[config.mk]
export PLATFORM = sky130hd
export DESIGN_NAME = param_seq_detect
export DESIGN_NICKNAME = d
export VERILOG_FILES = /design/src/rtl/param_seq_detect.sv
export SDC_FILE = /design/constraint.sdc
export NUM_CORES = 1
export LEC_CHECK = 0
export BUFFER_PORTS_ARGS = -buffer_cell sky130_fd_sc_hd__buf_2
export CAP_MARGIN = 40
export CORE_MARGIN = 2
export CORE_UTILIZATION = 59
export DETAILED_ROUTE_END_ITERATION = 7
export PLACE_DENSITY_LB_ADDON = 0.2
export SYNTH_ARGS = -nofsm -noshare
export SYNTH_HDL_FRONTEND = slang
export SYNTH_SLANG_ARGS = --single-unit
[constraint.sdc]
create_clock -name Clock -period 6.1 [get_ports Clock]
set_clock_uncertainty 0.1 [all_clocks]
set_input_delay 0.61 -clock Clock [delete_from_list [all_inputs] [get_ports Clock]]
set_output_delay 0.61 -clock Clock [all_outputs]
set_load 0.03 [all_outputs]
[src/rtl/param_seq_detect.sv]
// Serial bit-pattern detector with run-time pattern/mask, overlap mode and a
// saturating match counter. Match is registered one cycle after the completing bit.
module param_seq_detect #(
  parameter int unsigned      PAT_W           = 8,
  parameter int unsigned      CNT_W           = 16,
  parameter logic [PAT_W-1:0] DEFAULT_PATTERN = PAT_W'(8'b10010110),
  parameter logic [PAT_W-1:0] DEFAULT_MASK    = {PAT_W{1'b1}},
  parameter logic             DEFAULT_OVERLAP = 1'b1
) (
  input  logic             Clock,
  input  logic             Reset,
  input  logic             in_valid,
  input  logic             in_bit,
  input  logic             cfg_load,
  input  logic [PAT_W-1:0] cfg_pattern,
  input  logic [PAT_W-1:0] cfg_mask,
  input  logic             cfg_overlap,
  input  logic             count_clear,
  output logic             match,
  output logic [CNT_W-1:0] match_count,
  output logic             armed
);

  localparam int unsigned      FILL_W    = $clog2(PAT_W + 1);
  localparam logic [FILL_W-1:0] FILL_FULL = FILL_W'(PAT_W);

  logic [PAT_W-1:0]  hist_q, hist_d;
  logic [FILL_W-1:0] fill_q, fill_d, fill_inc;
  logic [PAT_W-1:0]  pattern_q, pattern_d;
  logic [PAT_W-1:0]  mask_q, mask_d;
  logic              overlap_q, overlap_d;
  logic              armed_q, armed_d;
  logic              match_q, match_d;
  logic [CNT_W-1:0]  count_q, count_d;
  logic              hit;

  always_comb begin
    hist_d    = hist_q;
    fill_d    = fill_q;
    fill_inc  = fill_q;
    pattern_d = pattern_q;
    mask_d    = mask_q;
    overlap_d = overlap_q;
    hit       = 1'b0;

    if (cfg_load) begin
      // Loading config discards any concurrent bit and restarts the window.
      pattern_d = cfg_pattern;
      mask_d    = cfg_mask;
      overlap_d = cfg_overlap;
      hist_d    = '0;
      fill_d    = '0;
      fill_inc  = '0;
    end else if (in_valid) begin
      hist_d   = {hist_q[PAT_W-2:0], in_bit};
      fill_inc = (fill_q == FILL_FULL) ? FILL_FULL : fill_q + 1'b1;
      hit      = (fill_inc == FILL_FULL) && (((hist_d ^ pattern_q) & mask_q) == '0);
      fill_d   = (hit && !overlap_q) ? '0 : fill_inc;
    end

    // armed reflects fill before a non-overlap clear, so it drops one cycle later.
    armed_d = (fill_inc == FILL_FULL);
    match_d = hit;

    count_d = count_q;
    if (count_clear) begin
      count_d = '0;
    end else if (hit && (count_q != {CNT_W{1'b1}})) begin
      count_d = count_q + 1'b1;
    end
  end

  always_ff @(posedge Clock) begin
    if (Reset) begin
      hist_q    <= '0;
      fill_q    <= '0;
      pattern_q <= DEFAULT_PATTERN;
      mask_q    <= DEFAULT_MASK;
      overlap_q <= DEFAULT_OVERLAP;
      armed_q   <= 1'b0;
      match_q   <= 1'b0;
      count_q   <= '0;
    end else begin
      hist_q    <= hist_d;
      fill_q    <= fill_d;
      pattern_q <= pattern_d;
      mask_q    <= mask_d;
      overlap_q <= overlap_d;
      armed_q   <= armed_d;
      match_q   <= match_d;
      count_q   <= count_d;
    end
  end

  assign match       = match_q;
  assign match_count = count_q;
  assign armed       = armed_q;

endmodule

==> impl.org <==
** Clock tree
- In this run, CTS created clock tree buffers numbering 5.
- Number of buffers on the longest clock path :: 2
- Buffer type at the clock tree root :: sky130_fd_sc_hd__clkbuf_8
- For the worst-skew pair, the clock arrives at the later sink with an insertion delay of 300 ps.
- After clock tree synthesis, the clock-pin slew on the worst setup and hold paths is 80 ps.
- After clock tree synthesis, the flow added hold-fix buffers numbering 0.
- Post-CTS resize count :: 0
- Buffers inserted during post-CTS setup optimization :: 0
- CTS saw 46 sinks.
- Clock tree from TritonCTS :: done
- H-tree depth :: 2

** Setup path
- For the worst setup path, the data arrival time is 2550 ps.
- In this run the worst path has a maximum fanout of 10.
- Together, buffers and inverters on the worst path number 1.
- List of cells traversed by the critical path :: inv_1, ha_1, nand2b_1, a21oi_2, nand4b_4, nor3_2, a21oi_1, a31o_2
- STA classifies the critical path endpoint as a flip-flop.
- Peak per-stage delay on the critical path :: 550 ps
- Element type at the critical path start :: flip-flop
- Slowest stage cell on the critical path :: sky130_fd_sc_hd__nor3_2
- The cell family contributing the most delay on the critical path is simple AND/OR/NAND/NOR gates.
- Data on the critical path is required at its endpoint by 6190 ps.
- The critical path is of the reg -> reg type.

** Global route
- Vias in the first global route :: 1,499
- Entering global routing, the biggest net connects 33 pins.
- Total gr overflow :: 0
- Number of antenna violations at the first check in global routing :: 0
- Wire length of the first global-routing pass :: 6880 µm
- All-layer global routing usage :: 21.5%

** Synthesis
- Ranked by instance count, the synthesized netlist is headed by sky130_fd_sc_hd__dfxtp_1, sky130_fd_sc_hd__nor2_1, sky130_fd_sc_hd__nand2_1.
- Yosys mapped the design onto 46 distinct sky130hd cell types.
- After synthesis, the largest area contributor takes up 42.4% of total cell area.
- Most repeated cell in the gate-level netlist after synthesis :: sky130_fd_sc_hd__dfxtp_1
- Syn Inst Count :: 229
- Primary flip-flop cell chosen by synthesis mapping :: sky130_fd_sc_hd__dfxtp_1
- Sequential elements use 42.4% of the synthesized area.
- Cell types occupying the most area after synthesis :: sky130_fd_sc_hd__dfxtp_1, sky130_fd_sc_hd__mux2i_1, sky130_fd_sc_hd__a211o_1
- Dividing the synthesized area by the synthesized cell count gives 9.48 µm².
- Area leader, netlist :: sky130_fd_sc_hd__dfxtp_1
- After synthesis, the share of flip-flops with an asynchronous set or reset is 0%.
- After synthesis the cells add up to 0.00217 mm².
- Synthesized flop and latch total :: 46
- Counting flops with a built-in enable in the synthesized netlist gives 0.
- During synthesis, Yosys emitted a total of 0 warnings.
- The number of nets handed over by synthesis was 255.

** STA
- Setup repair after global routing left no endpoint under its margin.
- The number of max-slew violations in the final report is 0.
- The clock period could shrink to 2450 ps.
- The worst pin sits at a relative slew slack of 56.8%.
- The worst path uses 40.2% of the clock period.
- Across all hold checks on the routed design, the worst slack comes to 372 ps.
- Number of setup violations in the final report :: 0
- Worst path setup slack after routing :: 3650 ps
- Endpoints failing hold :: 0
- Worst Max-Slew Pin Slew :: 645 ps
- Highest clock frequency the design can meet :: 407 MHz
- In the final timing run, aggregate negative setup slack is 0 ps.

** Route
- Drt pass-1 iters :: 4
- For this run, design rule violations remaining after detail routing come to 0.
- Detailed routing placed a total of 179 µm of wire on met3.
- The routed design has 4190 µm of wire.
- Total number of vias :: 1,752
- Met2 wire len :: 2090 µm
- DRC marker count from the first detailed-route iteration :: 124
- For this block, wires on met1 add up to 1870 µm.
- In the final routed layout, each cell accounts on average for 13.3 µm.
- After detailed routing, the number of vias per cell comes to 5.54.
- The highest layer touched by signal routing is met4.
- Number of antenna-violating nets in the routed design :: 0

** Die
- Core region area :: 0.00361 mm²
- Area of the die :: 0.00418 mm²
- The die is 64.7 µm wide.
- I/O pin total :: 41
- Once the floorplan was initialized, standard cells occupied 60.2% of the core.
- From bottom edge to top edge, the die measures 64.7 µm.
- Core Rows :: 22

** Power
- In this run the static leakage power is 1.08 nW.
- Peak VDD IR :: 0.153 mV
- Power comes to 0.000551 W.
- Power spread over the standard cell area amounts to 222 mW/mm².

** Layout
- Number of standard cells in the layout, taps in and fillers out :: 316
- At the end of the flow, the number of nets in the layout was 293.
- The repair_antennas step left the layout with diodes totalling 0.
- Area growth from synthesis to layout :: 14.1%
- In the final layout, the share of cells above drive strength 1 is 25.0%.

** Placement
- Gpl congestion :: 0.820
- Buffers placed on the I/O ports in this run total 40.
- Detailed Place HPWL :: 3080 µm
- OpenSTA, run right after detailed placement, puts the worst setup slack at 3580 ps.
- After detailed placement, the design holds a cell count of 308.

** Flow run
- Max Cap Violations :: 0

** Hold path
- Worst Hold Class :: reg -> reg

** Run status
- Status :: finished, final reports clean
through the flow:
step	cell area, µm²	utilization (%)
6_report	2480	68.7
5_1_grt	2480	68.7
4_1_cts	2480	68.7
3_5_place_dp	2390	66.2
3_3_place_gp	2390	66.2
2_1_floorplan	2170	-
cells by family after synthesis:
| family | Yosys count | synth area share (%) |
|---|---|---|
| AOI/OAI and AO/OA | 39 | 13.9 |
| muxes | 17 | 7.90 |
| xor gates and xnor gates | 13 | 5.24 |
| and+or+nand+nor | 96 | 25.6 |
| DFF | 46 | 42.4 |
| adders and majority gates | 3 | 1.73 |
| buffers and inverters | 15 | 3.11 |
cell usage in the layout, fill, tap and decap left out, types with 5 or more instances in the layout:
cell type                  count
sky130_fd_sc_hd__a21oi_1       9
sky130_fd_sc_hd__mux2i_1      16
sky130_fd_sc_hd__xor2_1       10
sky130_fd_sc_hd__dfxtp_1      46
sky130_fd_sc_hd__nor2_1       23
sky130_fd_sc_hd__nand2_1      17
sky130_fd_sc_hd__inv_1         6
sky130_fd_sc_hd__clkbuf_8      6
sky130_fd_sc_hd__nand4_1       5
sky130_fd_sc_hd__a211o_1      13
sky130_fd_sc_hd__buf_2        40
sky130_fd_sc_hd__nor2b_1      14
sky130_fd_sc_hd__nand3_1       6
per-layer routing:
layer / GRT usage [%] / vias up
met1: 26.3 / 819
met5: 0 / -
met2: 36.5 / 42
li1: - / 886
met3: 5.38 / 5
met4: 7.98 / 0
power breakdown:
part           internal (W)  total [W]  switching [W]  leakage, nW
logic             0.0000220  0.0000465      0.0000245        0.654
registers          0.000309   0.000314     0.00000581        0.375
clock network     0.0000915   0.000190      0.0000982       0.0482
total              0.000422   0.000551       0.000129         1.08
final timing paths:
check,startpoint,cells after the start,slack (ps),to
max,fill_q[0],8,3650,match_count[5]
min,overlap_q,1,370,fill_q[3]
max reg2reg,fill_q[0],8,3650,match_count[5]
min reg2reg,overlap_q,1,370,fill_q[3]
flip-flops by register name, indices dropped and copies added (netlist names):
register and flops:
mask_q 8, armed 1, hist_q 7, match_count 16
overlap_q 1, fill_q 4, match 1, pattern_q 8
final cells by class:
cell class	instances	area [µm²]
clock buffer	7	86.3
inverter	6	22.5
fill	304	1130
tap	48	60.1
sequential	46	921
clock inverter	1	5.00
timing repair buffer	40	200
multi-input combinational	168	1180
Power figures use the tool's default switching activity.
